`config.mk`:
```
export PLATFORM = sky130hd
export DESIGN_NAME = left_shifter_seq_flat
export DESIGN_NICKNAME = d
export VERILOG_FILES = /design/src/rtl/left_shifter_seq_pkg.sv /design/src/rtl/left_shifter_seq_if.sv /design/src/rtl/left_shifter_seq_shl_stage.sv /design/src/rtl/left_shifter_seq.sv /design/src/flat_wrapper.sv
export SDC_FILE = /design/constraint.sdc
export NUM_CORES = 1
export LEC_CHECK = 0
export CORE_MARGIN = 2
export CORE_UTILIZATION = 50
export CTS_CLUSTER_DIAMETER = 80
export CTS_CLUSTER_SIZE = 12
export DETAILED_ROUTE_END_ITERATION = 8
export MAX_ROUTING_LAYER = met4
export PLACE_DENSITY = 0.76
export SLEW_MARGIN = 10
export SYNTH_ARGS = -nofsm -noshare
export SYNTH_HDL_FRONTEND = slang
export SYNTH_SLANG_ARGS = --single-unit
```
`constraint.sdc`:
```
create_clock -name clk -period 5.85 [get_ports clk]
set_clock_uncertainty 0.2 [all_clocks]
set_input_delay 0.585 -clock clk [delete_from_list [all_inputs] [get_ports clk]]
set_output_delay 0.585 -clock clk [all_outputs]
set_load 0.01 [all_outputs]
```
`src/rtl/left_shifter_seq_pkg.sv`:
```
// Shared RISC5 ALU constants for the multi-cycle left shifter.
// Contents: ALU opcode constants (LSL/ROL), shift-mode encodings, FSM state
// encodings, operand widths and the launch request payload type.
package left_shifter_seq_pkg;

  localparam int unsigned DATA_W  = 32;
  localparam int unsigned SC_W    = 5;
  localparam int unsigned STATE_W = 2;

  // ALU opcodes served by this unit
  localparam logic [3:0] OP_LSL = 4'd1;
  localparam logic [3:0] OP_ROL = 4'd15;

  // Shift mode encodings
  localparam logic MD_LSL = 1'b0;
  localparam logic MD_ROL = 1'b1;

  // FSM state encodings
  localparam logic [STATE_W-1:0] S_IDLE = 2'd0;
  localparam logic [STATE_W-1:0] S_ST1  = 2'd1;
  localparam logic [STATE_W-1:0] S_ST2  = 2'd2;
  localparam logic [STATE_W-1:0] S_DONE = 2'd3;

  // Operand bundle sampled in the launch cycle
  typedef struct packed {
    logic [DATA_W-1:0] x;
    logic [SC_W-1:0]   sc;
    logic              md;
  } shl_req_t;

endpackage

```
`src/rtl/left_shifter_seq_if.sv`:
```
// Core-side run/stall bus of the left shifter.
// Signals: run (request), x (operand), sc (shift count), md (mode),
//          stall (busy), y (result register).
// Modports: master = execute stage, slave = shifter.
interface left_shifter_seq_if;
  import left_shifter_seq_pkg::*;

  logic              run;
  logic [DATA_W-1:0] x;
  logic [SC_W-1:0]   sc;
  logic              md;
  logic              stall;
  logic [DATA_W-1:0] y;

  modport master (
    output run, x, sc, md,
    input  stall, y
  );

  modport slave (
    input  run, x, sc, md,
    output stall, y
  );

endinterface

```
`src/rtl/left_shifter_seq_shl_stage.sv`:
```
// One radix stage of the left shifter: shifts data left by amount*UNIT bits,
// zero filling (rot=0) or rotating the outgoing bits back in (rot=1).
// Ports: data (in 32), amount (in 2, multiplier of UNIT), rot (in 1),
//        result_c (out 32, combinational).
// amount*UNIT must stay below 32 for the rotate path to be exact.
module shl_stage
  import left_shifter_seq_pkg::*;
#(
  parameter int unsigned UNIT = 1
) (
  input  logic [DATA_W-1:0] data,
  input  logic [1:0]        amount,
  input  logic              rot,
  output logic [DATA_W-1:0] result_c
);

  localparam int unsigned SH_W = 6;

  logic [SH_W-1:0]   shamt;
  logic [DATA_W-1:0] shl;
  logic [DATA_W-1:0] wrap;

  assign shamt = SH_W'(amount) * SH_W'(UNIT);
  assign shl   = data << shamt;
  // For shamt=0 the right shift is by 32 and yields 0, so no special case
  assign wrap  = data >> (SH_W'(DATA_W) - shamt);

  assign result_c = rot ? (shl | wrap) : shl;

endmodule

```
`src/rtl/left_shifter_seq.sv`:
```
// Multi-cycle LSL/ROL unit for the execute stage. Splits a 0..31 left shift
// into three radix stages (1, 4, 16) across three stall cycles.
// Ports: clk, rst (sync, active-high), bus (slave: run/x/sc/md in,
//        stall/y out). y is the result register; stall is run-qualified.
module left_shifter_seq
  import left_shifter_seq_pkg::*;
(
  input logic              clk,
  input logic              rst,
  left_shifter_seq_if.slave bus
);

  logic [STATE_W-1:0] s_q, s_d;
  logic [DATA_W-1:0]  r_q, r_d;
  logic [4:2]         scr_q, scr_d;
  logic               mdr_q, mdr_d;

  shl_req_t           req;
  logic [DATA_W-1:0]  st1_c, st2_c, st3_c;

  assign req = '{x: bus.x, sc: bus.sc, md: bus.md};

  // Stage 1 works on the live operands, later stages on the captured ones
  shl_stage #(.UNIT(1)) u_st1 (
    .data     (req.x),
    .amount   (req.sc[1:0]),
    .rot      (req.md),
    .result_c (st1_c)
  );

  shl_stage #(.UNIT(4)) u_st2 (
    .data     (r_q),
    .amount   (scr_q[3:2]),
    .rot      (mdr_q),
    .result_c (st2_c)
  );

  shl_stage #(.UNIT(16)) u_st3 (
    .data     (r_q),
    .amount   ({1'b0, scr_q[4]}),
    .rot      (mdr_q),
    .result_c (st3_c)
  );

  // Next-state and datapath update
  always_comb begin
    s_d   = s_q;
    r_d   = r_q;
    scr_d = scr_q;
    mdr_d = mdr_q;
    case (s_q)
      S_IDLE: begin
        if (bus.run) begin
          r_d   = st1_c;
          scr_d = req.sc[4:2];
          mdr_d = req.md;
          s_d   = S_ST1;
        end
      end
      S_ST1: begin
        r_d = st2_c;
        s_d = S_ST2;
      end
      S_ST2: begin
        r_d = st3_c;
        s_d = S_DONE;
      end
      S_DONE: begin
        s_d = S_IDLE;
      end
      default: begin
        s_d = S_IDLE;
      end
    endcase
  end

  // State registers, synchronous reset discards any in-flight result
  always_ff @(posedge clk) begin
    if (rst) begin
      s_q   <= S_IDLE;
      r_q   <= '0;
      scr_q <= '0;
      mdr_q <= MD_LSL;
    end else begin
      s_q   <= s_d;
      r_q   <= r_d;
      scr_q <= scr_d;
      mdr_q <= mdr_d;
    end
  end

  assign bus.y     = r_q;
  // Falls in the DONE cycle so the core can consume y and relaunch next cycle
  assign bus.stall = bus.run & (s_q != S_DONE) & ~rst;

endmodule
```
`src/flat_wrapper.sv`:
```
// flat-port wrapper written by rule: the top's interface ports become plain ports
module left_shifter_seq_flat import left_shifter_seq_pkg::*;
  (clk, rst, bus_run, bus_x, bus_sc, bus_md, bus_stall, bus_y);
  left_shifter_seq_if bus_i ();
  input logic clk;
  input logic rst;
  input wire logic [$bits(bus_i.run)-1:0] bus_run;
  input wire logic [$bits(bus_i.x)-1:0] bus_x;
  input wire logic [$bits(bus_i.sc)-1:0] bus_sc;
  input wire logic [$bits(bus_i.md)-1:0] bus_md;
  output wire logic [$bits(bus_i.stall)-1:0] bus_stall;
  output wire logic [$bits(bus_i.y)-1:0] bus_y;
  assign bus_i.run = bus_run;
  assign bus_i.x = bus_x;
  assign bus_i.sc = bus_sc;
  assign bus_i.md = bus_md;
  assign bus_stall = bus_i.stall;
  assign bus_y = bus_i.y;
  left_shifter_seq u_core (.clk(clk), .rst(rst), .bus(bus_i));
endmodule
```
==> results by group <==
Synthesis
  – Yosys top cell area share: a little under a fifth
  – Register area share after synthesis: between 10% and 20%
  – Gate Count Post-Synth: 449
  – Yosys cell types: 47
  – Post-synthesis instance area: 0.00414 mm^2
  – Synth Warn #: 0
  – Leading area contributor after synthesis: mux4_2
  – Main flop type after synthesis: dfxtp_1
  – Synth Register Bits: 38
  – Top area cells in the synthesized netlist: mux4_2 19%, dfxtp_1 18%, mux2i_1 12%
  – Synth async-reset ratio: 0%
  – Post-synth EDFFs: 0
  – Synth Area per Inst: approximately 9.2 um^2
  – Syn_nets: 498

Routing
  – Wire length per cell: 22.7 um
  – DRC viols: 0
  – Initial detailed-routing violation count: 528
  – Final wirelength: around 14,000 um
  – Number of nets with antenna violations after routing: 0
  – Vias per std cell: about 7
  – Vias: 4,212
  – 1st-pass router iterations: 5

Critical path
  – RR Endpoint: u_core.bus.y[14]$_SDFFE_PP0P_
  – Top delay family on crit path: simple AND/OR/NAND/NOR gates
  – Critical Path End Type: register
  – R2R depth: 7
  – CP peak stage delay: around 0.55 ns
  – Worst r2r src: u_core.scr_q[2]$_SDFFE_PP0P_
  – Crit-path slowest cell: ha_1
  – CP Class: reg -> reg
  – CP cell instances: buf_4 -> inv_1 -> ha_1 -> nand4bb_1 -> nor2_1 -> a221oi_1 -> a211oi_1
  – Arr. time, crit path: about 3.3 ns
  – WP buf/inv: 2
  – R2r setup slk: 2.57 ns
  – CP Max Fanout: 46
  – Setup crit start kind: register
  – Req. time, crit path: about 5.9 ns

Layout
  – Nets: about 540
  – Fill cell total of the finished layout: 698
  – N_diodes: 0
  – Layout cell share with drive strength beyond 1: 14.3%
  – Most frequent cells in the layout: 72 x clkdlybuf4s50_1, 48 x mux2i_1, 39 x nand2_1, 37 x dfxtp_1, 35 x mux4_2
  – Layout area overhead: 19.2%
  – Area of the multi-input gates: 0.00308 mm^2
  – FF/Latch Area: 762 um^2
  – Commonest non-fill, non-tap cell in the layout: clkdlybuf4s50_1

Floorplan
  – Num rows: 33
  – Io pins: 74
  – Initial core utilization: 50.9%
  – Die H: approximately 95 um
  – Die area: roughly 0.0090 mm^2
  – Die X: 95.0 um
  – Core Area: ~0.008 mm^2

Clock tree
  – # resized after CTS: 0
  – H-tree depth: 2
  – Clock transition at the registers of the reported paths: about 0.090 ns
  – Setup bufs post-CTS: 0
  – Hold Buf Count CTS: 0
  – Root buf cell: clkbuf_8
  – CTS tree: done
  – Worst-case clock buffer depth: 2
  – CTS Buf Count: 5
  – Worst skew pair latency: roughly 0.30 ns
  – Num Clock Sinks: 38

Power
  – Max VDD drop: approximately 0.46 mV
  – Final Power: 0.00227 W
  – Clock power frac: 12.8%
  – Sw power: 0.00107 W
  – Reg power frac: 26.0%
  – Sw Ratio: between 40 and 50%
  – Internal: 0.00120 W
  – PD cells: between 400 and 500 mW/mm^2
  – Logic pwr share: between 60% and 70%
  – LEAKAGE: 1.66 nW

STA
  – Final Setup Violations: 0
  – Max-slew violations: 0
  – Post-route minimum period: 3.28 ns
  – Max-slew headroom: between 30 and 40%
  – Total negative setup slack: 0 ns
  – RSZ-0062 raised after global routing: no
  – Max Freq: 305 MHz
  – Worst slew pin tran: 0.964 ns
  – Final period util: between 50% and 60%
  – Final Hold Viols: 0

Global route
  – Total Routing Usage GR: 31.3%
  – First-pass GRT wire length: 21,200 um
  – Largest net degree at the start of global routing: 49
  – Grt ovf: 0
  – Antenna violations before repair: 0
  – Vias in the first global route: 3,842

Job
  – MaxCap Viol Count: 0

Min path
  – Worst hold path class: reg -> reg
  – Hold worst-path end: u_core.s_q[1]$_SDFFE_PP0P_
  – Worst hold stages: 2
  – Worst hold start: u_core.s_q[1]$_SDFFE_PP0P_

Placement
  – Port Buffers: 73
  – Post-detail-place hpwl: 9150 um
  – RePlAce Congestion: 0.995

Outcome
  – Status: finished clean
layout make-up:
type                       instances  share of cell area [%]
clock inverter                     2                    1.22
tap                              105                    2.66
multi-input combinational        352                    62.3
sequential                        38                    15.4
clock buffer                       6                    1.67
timing repair buffer              81                    15.9
inverter                          11                   0.836
worst min-delay path: stages, from the launching register on:
cell and delay, ns:
dfxtp_1 0.34, nand2_1 0.06, a21oi_1 0.05
logic make-up (layout without fill, tap and decap cells):
| logic type | after synthesis | count (layout) | synth area share [%] |
|---|---|---|---|
| mux | 93 | 93 | 33.3 |
| compound gates | 112 | 112 | 20.5 |
| buf+inv | 59 | 100 | 7.37 |
| simple gates | 139 | 139 | 18.0 |
| flops | 38 | 38 | 18.4 |
| fa+ha+maj | 8 | 8 | 2.42 |
cells in the mapped netlist, types with 10 or more instances:
master / count
a211oi_1: 14
a21oi_1: 12
a221oi_1: 16
buf_2: 13
clkbuf_1: 21
dfxtp_1: 38
inv_1: 10
mux2_2: 10
mux2i_1: 48
mux4_2: 35
nand2_1: 39
nand2b_1: 12
nand3_1: 22
nor2_1: 11
nor3_1: 14
o22ai_1: 27
power groups by stage:
stage	registers [W]	logic [W]	clock network (W)
CTS	0.000578	0.00136	0.000292
detailed placement	0.000583	0.00136	0
global route	0.000603	0.00150	0.000299
finish	0.000591	0.00139	0.000291
floorplan	0.000541	0.000938	0
global placement	0.000579	0.00134	0
registers in the layout, indices dropped and copies added (netlist names):
signal / flops
u_core.mdr_q: 1
u_core.bus.y: 32
u_core.s_q: 2
u_core.scr_q: 3
metal layers:
layer	up-vias	track usage, %	wire length (um)
met5	-	-	0
met4	0	11.0	356
met2	291	45.5	6190
met3	37	4.43	1470
met1	2022	44.6	5500
li1	1862	-	-
worst max-delay path by stage:
stage | cells past startpoint | slack, ns | to | start
global route | 7 | 2.44 | u_core.bus.y[15]$_SDFFE_PP0P_ | u_core.scr_q[2]$_SDFFE_PP0P_
CTS | 7 | 2.66 | u_core.bus.y[15]$_SDFFE_PP0P_ | u_core.scr_q[2]$_SDFFE_PP0P_
floorplan | 10 | 3.27 | u_core.bus.y[0]$_SDFFE_PP0P_ | u_core.scr_q[2]$_SDFFE_PP0P_
detailed placement | 8 | 2.51 | u_core.bus.y[2]$_SDFFE_PP0P_ | bus_sc[1]
finish | 7 | 2.57 | u_core.bus.y[14]$_SDFFE_PP0P_ | u_core.scr_q[2]$_SDFFE_PP0P_
global placement | 8 | 2.58 | u_core.bus.y[2]$_SDFFE_PP0P_ | bus_sc[1]
stage by stage:
stage / std cells / utilization, % / instance area (um^2) / hold WS (ns) / setup WS [ns]
floorplan: 449 / - / 4140 / 0.265 / 3.27
global placement: 587 / 59.0 / 4800 / 0.279 / 2.58
detailed placement: 587 / 59.0 / 4800 / 0.285 / 2.51
CTS: 595 / 60.7 / 4940 / 0.298 / 2.66
global route: 595 / 60.7 / 4940 / 0.318 / 2.44
finish: 595 / 60.7 / 4940 / 0.295 / 2.57
Power figures use the tool's default switching activity.
